File: config.mk
export PLATFORM = sky130hd
export DESIGN_NAME = sauria_buf_ctrl
export DESIGN_NICKNAME = d
export VERILOG_FILES = /design/src/rtl/sauria_buf_ctrl.sv
export SDC_FILE = /design/constraint.sdc
export NUM_CORES = 1
export LEC_CHECK = 0
export ABC_AREA = 1
export ABC_CLOCK_PERIOD_IN_PS = 1900
export CAP_MARGIN = 10
export CORE_AREA = 2 2 54 56
export DETAILED_ROUTE_END_ITERATION = 6
export DIE_AREA = 0 0 56 58
export GPL_TIMING_DRIVEN = 0
export HOLD_SLACK_MARGIN = 0.15
export MAX_ROUTING_LAYER = met4
export PLACE_DENSITY = 0.73
export SETUP_SLACK_MARGIN = 0.05
export SYNTH_ARGS = -nofsm -noshare
export SYNTH_HDL_FRONTEND = slang
export SYNTH_SLANG_ARGS = --single-unit
File: constraint.sdc
create_clock -name i_clk -period 1.9 [get_ports i_clk]
set_clock_uncertainty 0.2 [all_clocks]
set_input_delay 0.38 -clock i_clk [delete_from_list [all_inputs] [get_ports i_clk]]
set_output_delay 0.38 -clock i_clk [all_outputs]
set_load 0.02 [all_outputs]
File: src/rtl/sauria_buf_ctrl.sv
// Ping-pong buffer controller: tracks host fill and core processing of
// NUM_BUF SRAM buffer sets, launches core jobs and reports completion/errors.
module sauria_buf_ctrl #(
    parameter int NUM_BUF = 2,
    parameter int CNT_W   = 16,
    parameter int TIMEOUT = 0,
    localparam int SEL_W  = (NUM_BUF > 1) ? $clog2(NUM_BUF) : 1
) (
    input  logic             i_clk,
    input  logic             i_rst,
    input  logic             i_host_done,
    output logic             o_host_ready,
    output logic [SEL_W-1:0] o_host_sel,
    input  logic             i_core_en,
    output logic             o_core_start,
    output logic [SEL_W-1:0] o_core_sel,
    input  logic             i_core_done,
    input  logic             i_intr_clr,
    input  logic             i_err_clr,
    output logic             o_doneintr,
    output logic [1:0]       o_err,
    output logic [SEL_W:0]   o_occ,
    output logic [CNT_W-1:0] o_job_cnt
);

    localparam int TMO_W = (TIMEOUT > 1) ? $clog2(TIMEOUT) : 1;
    localparam logic [TMO_W-1:0] TMO_LAST = TMO_W'(TIMEOUT > 0 ? TIMEOUT - 1 : 0);
    localparam logic [SEL_W:0] OCC_FULL = (SEL_W + 1)'(NUM_BUF);
    localparam logic [SEL_W-1:0] PTR_LAST = SEL_W'(NUM_BUF - 1);

    typedef enum logic [1:0] {
        ST_IDLE,
        ST_START,
        ST_RUN
    } state_e;

    state_e           state_q, state_d;
    logic [SEL_W-1:0] fill_q, fill_d;
    logic [SEL_W-1:0] proc_q, proc_d;
    logic [SEL_W:0]   occ_q, occ_d;
    logic [SEL_W:0]   pend;
    logic [TMO_W-1:0] run_q, run_d;
    logic             intr_q, intr_d;
    logic [1:0]       err_q, err_d;
    logic [CNT_W-1:0] cnt_q, cnt_d;

    logic accept;
    logic reject;
    logic rel_ok;
    logic rel_tmo;
    logic rel_any;
    logic stray_done;
    logic tmo_hit;

    function automatic logic [SEL_W-1:0] ptr_inc(input logic [SEL_W-1:0] p);
        return (p == PTR_LAST) ? '0 : p + 1'b1;
    endfunction

    assign o_host_ready = (occ_q < OCC_FULL);
    assign o_host_sel   = fill_q;
    assign o_core_sel   = proc_q;
    assign o_core_start = (state_q == ST_START);
    assign o_doneintr   = intr_q;
    assign o_err        = err_q;
    assign o_occ        = occ_q;
    assign o_job_cnt    = cnt_q;

    assign accept  = i_host_done && o_host_ready;
    assign reject  = i_host_done && !o_host_ready;
    assign pend    = (state_q == ST_IDLE) ? occ_q : occ_q - 1'b1;
    assign tmo_hit = (TIMEOUT != 0) && (run_q == TMO_LAST);
    assign rel_any = rel_ok || rel_tmo;

    always_comb begin
        state_d    = state_q;
        run_d      = run_q;
        rel_ok     = 1'b0;
        rel_tmo    = 1'b0;
        stray_done = 1'b0;
        unique case (state_q)
            ST_IDLE: begin
                stray_done = i_core_done;
                if (i_core_en && (pend != '0)) begin
                    state_d = ST_START;
                end
            end
            ST_START: begin
                stray_done = i_core_done;
                state_d    = ST_RUN;
                run_d      = '0;
            end
            ST_RUN: begin
                // a real completion wins over a watchdog hit in the same cycle
                if (i_core_done) begin
                    rel_ok = 1'b1;
                end else if (tmo_hit) begin
                    rel_tmo = 1'b1;
                end else if (TIMEOUT != 0) begin
                    run_d = run_q + 1'b1;
                end
                if (i_core_done || tmo_hit) begin
                    state_d = ST_IDLE;
                end
            end
            default: state_d = ST_IDLE;
        endcase
    end

    always_comb begin
        occ_d = occ_q;
        unique case ({accept, rel_any})
            2'b10: occ_d = occ_q + 1'b1;
            2'b01: begin
                if (occ_q != '0) begin
                    occ_d = occ_q - 1'b1;
                end
            end
            default: occ_d = occ_q;
        endcase
        fill_d = accept ? ptr_inc(fill_q) : fill_q;
        proc_d = rel_any ? ptr_inc(proc_q) : proc_q;
        cnt_d  = rel_ok ? cnt_q + 1'b1 : cnt_q;
    end

    // sticky flags: a set in the same cycle as a clear takes priority
    always_comb begin
        intr_d = intr_q;
        err_d  = err_q;
        if (rel_ok) begin
            intr_d = 1'b1;
        end else if (i_intr_clr) begin
            intr_d = 1'b0;
        end
        if (reject || stray_done) begin
            err_d[0] = 1'b1;
        end else if (i_err_clr) begin
            err_d[0] = 1'b0;
        end
        if (rel_tmo) begin
            err_d[1] = 1'b1;
        end else if (i_err_clr) begin
            err_d[1] = 1'b0;
        end
    end

    always_ff @(posedge i_clk) begin
        if (i_rst) begin
            state_q <= ST_IDLE;
            fill_q  <= '0;
            proc_q  <= '0;
            occ_q   <= '0;
            run_q   <= '0;
            intr_q  <= 1'b0;
            err_q   <= '0;
            cnt_q   <= '0;
        end else begin
            state_q <= state_d;
            fill_q  <= fill_d;
            proc_q  <= proc_d;
            occ_q   <= occ_d;
            run_q   <= run_d;
            intr_q  <= intr_d;
            err_q   <= err_d;
            cnt_q   <= cnt_d;
        end
    end

endmodule

==> results of run 1 <==
==> cell type report <==
type / instances / area (um^2)
inverter: 28 / 105
buffer: 3 / 18.8
multi-input combinational: 110 / 574
tap: 31 / 38.8
timing repair buffer: 30 / 274
clock buffer: 3 / 22.5
sequential: 24 / 480
fill: 266 / 1150
==> per-layer routing <==
layer  vias up  wire length, um
met5         -                0
li1        584                -
met3         4              146
met2        33             1200
met1       482             1150
met4         0               17
==> synth_stat cells, drive strengths merged <==
| cell | number |
|---|---|
| a2111oi | 1 |
| a21oi | 10 |
| and3 | 1 |
| buf | 3 |
| conb | 1 |
| dfxtp | 24 |
| ha | 2 |
| inv | 28 |
| nand2 | 33 |
| nand3 | 8 |
| nand4 | 2 |
| nor2 | 30 |
| nor3 | 6 |
| nor3b | 1 |
| o21a | 2 |
| o21ai | 6 |
| o21bai | 1 |
| o22ai | 1 |
| xnor2 | 3 |
| xor2 | 2 |
==> state kept, by name, summed over array words and instances, names as in the netlist <==
name        cells
o_doneintr      1
o_occ           2
o_host_sel      1
o_core_sel      1
state_q         2
o_job_cnt      16
o_err           1
==> power breakdown <==
group	switching, mW	internal, mW
sequential	0.0126	0.519
clock	0.147	0.0741
combinational	0.0799	0.0572
==> worst paths after layout <==
path                start            end  slack, ps  depth (start not counted)
max              o_occ[1]   o_host_ready        180                          2
min            state_q[0]     state_q[0]        260                          1
max reg2reg  o_job_cnt[3]  o_job_cnt[12]        250                          7
min reg2reg    state_q[0]     state_q[0]        260                          1
==> repair_timing <==
action,CTS,global route
setup endpoints to repair,22,3
gates resized for setup,22,4
pin swaps,0,0
endpoints found under the hold margin,0,0
==> kinds of logic after synthesis <==
logic type | synth area share
buf+inv | 0.105
flops | 0.408
compound gates | 0.0998
simple gates | 0.326
other cells | 0.00318
fa+ha+maj | 0.0212
xor+xnor | 0.0372
==> run summary, run 1 <==
The die covers 3250 um^2. The clock passes through at most 2 buffers. The congestion estimate from routability-driven global placement came to 0.873. Across the VDD grid, the largest voltage drop is 475 uV.

After global routing, the most crowded layer is met2. After detailed routing, the average wire length per cell comes to 11.0 um. The worst-path cell with the longest stage delay is sky130_fd_sc_hd__dfxtp_1.

Hold timing on the final database bottoms out at a slack of 258 ps. The number of hold violations in the final report came out at 0. The number of global-route vias before repair was 1045.

The run finished with clean final reports. The post-route core utilization is 0.569, and the delay of the slowest cell on the worst path is 400 ps. The met1 global-route usage came out at 0.200. For this block, the initial DRC count from the detailed router was 23. The static leakage was 0.750 nW. Leaving out fill and tap cells, the most frequent cells in the layout are sky130_fd_sc_hd__nand2_1 (32), sky130_fd_sc_hd__inv_1 (27), sky130_fd_sc_hd__nor2_1 (26), sky130_fd_sc_hd__dfxtp_1 (24), sky130_fd_sc_hd__dlygate4sd2_1 (21). The number of flip-flops and latches in the synthesized netlist was 24. Cell area after synthesis: 1180 um^2. The clock tree root buffer cell is sky130_fd_sc_hd__clkbuf_4. Together, buffers and inverters on the worst path number 2. The count of final setup violators came out at 0.

The met2 layer usage reported by global route came out at 0.287. During placement, the flow inserted port buffers numbering 30. The initial cell density of the core is 0.443. Initial antenna violation count: 0. The core area is 2660 um^2, and the post-detailed-route count of antenna-violating nets is 0. In this run the horizontal extent of the chip is 56 um.

The logs give 0 for the count of pins over their slew limit and 0.666 for the relative slew slack. Summing all placed instances gives a cell area of 1520 um^2. The tools report the row count as 19. For the share of synthesized area occupied by flip-flops and latches, the log shows 0.408. The final critical-path share of the clock period is 0.905. The mean instance size in the synthesized netlist was 7.14 um^2. The power density of the placed cells works out to 588 nW/um^2.

In this run the worst path has a maximum fanout of 4. The tool flagged a number of max-cap violations equal to 0. Setup repair after global routing left no endpoint under its margin. The global-route met3 utilization is 0.0246.

With fillers left out, the area of the finished cells amounts to 1510 um^2. The run gives 581 MHz as the maximum clock rate. Classification of the worst-slack hold path: flip-flop to flip-flop. Summed over all layers, the global routing overflow is 0.

sky130_fd_sc_hd__dfxtp_1 takes more of the synthesized area than any other cell. For the number of placed instances, taps included, the log shows 226. After detailed routing, the total wire length is 2.52 mm. The tools report the endpoint class of the critical path as a primary output.

The logs give 1320 ps for the critical path data required time and 4.27 mm for the global-route wire length before repair. The routed layout has 1103 vias. Clock-pin slew was measured on the worst setup and hold paths at 130 ps. The run gives 1140 ps as the arrival time reported for the critical path endpoint.

TritonCTS built the clock tree. The floorplan step set the die height to 58 um. For the worst setup timing slack at the placement stage, the log shows -125 ps. STA classifies the critical path startpoint as a flip-flop. At the end of the flow, the number of nets in the layout was 209. The run gives 1.93 mm as the final HPWL from detailed placement. After routing, the total negative slack on setup checks comes to 0 ps. Distinct cell type count after synthesis: 29. For the maximum number of pins on one net before global-route repair, the log shows 13.

The total number of clock tree sinks came out at 24. The number of setup buffers added after CTS is 0. The clock reaches the later pin of the worst-skew pair after 310 ps. Hold repair after CTS inserted 0 buffers. The library cell used most frequently in the layout, excluding fill and tap cells, is sky130_fd_sc_hd__nand2_1. The transition time of the tightest slew-check pin is 501 ps. Category of cells accounting for the largest share of critical-path delay: buffers and inverters.

Synthesis produced a netlist with a net count of 174. The clock period minus worst slack was 1720 ps. For this run, design rule violations remaining after detail routing come to 0.

The share of post-route cells with drive strength above 1 is 0.0808, and the growth of design area from synthesis to finish is 28.4%. The combined global-route utilization of all metal layers was 0.167; the number of CTS-inserted buffers was 3. Number of antenna diodes: 0.

Synthesis produced 165 cells. The critical path start-end classification is flip-flop to primary output. Proportion of netlist area held by the largest area contributor: 0.408.

Yosys printed 0 warnings. Traced cell by cell, the critical path runs through inv_1 -> dlygate4sd2_1. The number of levels the H-tree was split into is 1.

For this design the top-level I/O count stands at 32. The final non-filler cell total is 229. By area the synthesized netlist is led by sky130_fd_sc_hd__dfxtp_1 (41%), sky130_fd_sc_hd__nand2_1 (10%), sky130_fd_sc_hd__inv_1 (8.6%), sky130_fd_sc_hd__nor2_1 (8.3%), sky130_fd_sc_hd__a21oi_1 (4.2%). For the overall power, the log shows 0.890 mW.

Before antenna repair, the detailed router went through 4 iterations. The number of vias per cell after detailed routing came out at 4.82. The run gives 180 ps as the worst path setup slack after routing.
Power figures use the tool's default switching activity.
==> inputs of run 2 (changes only) <==
- TNS_END_PERCENT: not set -> 1
==> run 2 against run 1 <==
Count of clock-buffer cells in the layout stayed put. Die area stayed put. Fmax is 5.9% lower. Worst hold slack better by 2.5 ps. Worst setup slack worse by 110 ps. Critical path depth is 1 lower. Final area is 0.41% higher. Final cell count stayed put. Global-route usage stayed put. Non-clock buffer count stayed put. Critical endpoint is now o_job_cnt[14]. Largest cell class unchanged.
==> run summary, run 2 (synthesis results as in run 1) <==
The row count is 19 (unchanged), and the maximum number of pins on one net before global-route repair is 13 (unchanged). The number of buffer cells added on primary ports is 30 (unchanged), and the number of CTS-inserted buffers is 3 (unchanged). The run gives 226 (unchanged) as the number of placed instances, taps included. The tools report the relative slew slack as 0.664 (-0.00174).

The number of hold violations in the final report is 0 (unchanged), and the source-to-sink clock delay at the later pin of the worst-skew pair is 310 ps (about the same). The die boundary width works out to 56 um (unchanged). Setup repair after global routing could not meet its margin everywhere.

The instance count along the most critical hold path came out at 1 (unchanged). The flow ran to the end, and the final reports show no timing, DRC or antenna violations. The global placement routability congestion was 0.873 (unchanged); the flop-to-flop setup slack was 260 ps (about the same). For the number of levels the H-tree was split into, the log shows 1 (unchanged). The reg-to-reg endpoint is o_job_cnt[12]. The count of buffer and inverter cells on the critical path came out at 1 (-1). The count of maximum capacitance violations came out at 0 (unchanged). The power density of the placed cells is 586 nW/um^2 (-0.24%), and the number of DRC violations after detailed-routing iteration 0 is 22 (-4.3%). The peak fanout along the critical path is 2 (-2), and the top-level port count is 32 (unchanged). For hold timing, the worst endpoint is state_q[0].

The combined global-route utilization of all metal layers came out at 0.167 (unchanged). The clock period minus worst slack is 1830 ps (+108 ps), and the final HPWL from detailed placement is 1.93 mm (unchanged). The run gives 1320 ps (about the same) as the critical path data required time. The logs give 0 (unchanged) for the initial antenna violation count and 0 ps (unchanged) for the setup total negative slack. The tools report the final hold slack as 261 ps (+2.51 ps). The worst setup path is of the flip-flop to primary output kind.

For the count of final setup violators, the log shows 0 (unchanged). The vertical extent of the die came out at 58 um (unchanged). The count of pins over their slew limit was 0 (unchanged); the delay of the slowest cell on the worst path was 590 ps (+190 ps). The average wire length per cell after detail routing was 10.9 um (-0.87%). The tools report the number of hold buffers added after cts as 0 (unchanged). The number of global-route vias before repair was 1045 (unchanged).

The via count of the routed design was 1100 (-0.27%); the cell depth of the worst setup path was 1 (-1). Number of vias per cell after detailed routing: 4.80 (-0.27%). The classification of the worst-slack hold path is flip-flop to flip-flop. The post-route core utilization was 0.571 (+0.00235). Transition time of the tightest slew-check pin: 504 ps (+2.60 ps). The growth of design area from synthesis to finish is 29.0%.

The post-detailed-route count of antenna-violating nets came out at 0 (unchanged). The post-CTS resize count is 24 (+9.1%). The final critical-path share of the clock period was 0.963 (+0.0571). The maximum VDD drop came out at 475 uV (about the same). The wire length after detailed routing came out at 2.50 mm (-0.87%).

The launching point of the worst reg2reg path was o_job_cnt[3]. Share of post-route cells with drive strength above 1: 0.0859 (+0.00505). For the maximum number of buffers from clock root to sink, the log shows 2 (unchanged). The tools report the arrival time reported for the critical path endpoint as 1250 ps (+110 ps). The overall power is 0.892 mW (+0.17%).

The count of nets after finishing came out at 209 (unchanged). The CTS clock-pin slew for the worst setup and hold paths is 130 ps (about the same). Count of cells along the worst register-to-register path: 7 (unchanged). Walking the worst path, the cells encountered are clkdlybuf4s50_1.

The number of flip-flops in the largest register is 16 (unchanged), and the global-route wire length before repair is 4.27 mm (unchanged). The total number of clock tree sinks is 24 (unchanged). Initial cell density of the core: 0.443 (unchanged). The tools report the static leakage as 0.730 nW (-2.6%). The startpoint identified for the worst hold timing path is state_q[0]. Kind of start point of the critical path: a flip-flop.

The number of buffers added for setup after CTS came out at 0 (unchanged). The logs give 0 (unchanged) for the number of antenna diodes and 0 (unchanged) for the sum of overflow across all layers after global routing. TritonCTS built the clock tree. Category of cells accounting for the largest share of critical-path delay: buffers and inverters. On the critical path, the stage with the largest delay is an instance of sky130_fd_sc_hd__clkdlybuf4s50_1.

Maximum clock rate: 547 MHz (-5.9%). The floorplan die area is 3250 um^2 (unchanged). Leaving out fill and tap cells, the most frequent cells in the layout are sky130_fd_sc_hd__nand2_1 (32), sky130_fd_sc_hd__inv_1 (27), sky130_fd_sc_hd__nor2_1 (25), sky130_fd_sc_hd__dfxtp_1 (24), sky130_fd_sc_hd__dlygate4sd2_1 (21).

The worst setup path is captured at a primary output. The library cell used most frequently in the layout, excluding fill and tap cells, is sky130_fd_sc_hd__nand2_1. The logs give 4 (unchanged) for the number of iterations in the first detailed-routing pass and 0 (unchanged) for the count of unresolved DRC violations after routing. The core area came out at 2660 um^2 (unchanged).

In this run the clock root is driven by a sky130_fd_sc_hd__clkbuf_4. For the final non-filler cell total, the log shows 229 (unchanged).
-- run 2: cell types whose count changed in the layout (fill, tap and decap cells not counted) --
cell | before | now
sky130_fd_sc_hd__dlymetal6s2s_1 | 2 | 1
sky130_fd_sc_hd__clkdlybuf4s15_2 | 0 | 1
sky130_fd_sc_hd__nor2_2 | 2 | 3
sky130_fd_sc_hd__clkbuf_2 | 1 | 0
sky130_fd_sc_hd__nor2_1 | 26 | 25
sky130_fd_sc_hd__clkdlybuf4s50_1 | 6 | 7
-- run 2: where the power goes --
group          leakage [nW]  internal (mW)  switching (mW)
clock                0.0138         0.0741           0.147
sequential            0.195          0.519          0.0128
combinational         0.522         0.0585          0.0802
total                 0.730          0.651           0.240
-- run 2: worst max path at each step --
stage	from	endpoint	slack (ps)
2_1_floorplan	o_job_cnt[0]	o_job_cnt[12]	280
3_3_place_gp	i_core_done	o_job_cnt[12]	-110
3_5_place_dp	i_core_done	o_job_cnt[12]	-130
4_1_cts	o_job_cnt[13]	o_job_cnt[13]	60
5_1_grt	o_job_cnt[14]	o_job_cnt[14]	30
6_report	o_job_cnt[14]	o_job_cnt[14]	70
-- run 2: cell type report --
type                    instances  area, um^2
fillers                       264        1140
multi-input cells             110         577
flip-flops and latches         24         480
repair buffers                 30         278
inverters                      28         105
well taps                      31        38.8
clock buffers                   3        22.5
plain buffers                   3        18.8
-- run 2: stage by stage --
step | worst slack [ps] | instance area (um^2)
after floorplan | 282 | 1180
after global placement | -114 | 1520
after detailed placement | -125 | 1520
after CTS | 55.3 | 1520
after global routing | 27.2 | 1520
final | 71.1 | 1520
-- run 2: routing by layer --
metal / GRT usage / share of wire / vias to the layer above
li1: - / - / 583
met1: 0.200 / 0.46 / 483
met2: 0.287 / 0.48 / 30
met3: 0.0246 / 0.047 / 4
met4: 0.0612 / 0.0068 / 0
met5: - / 0 / -
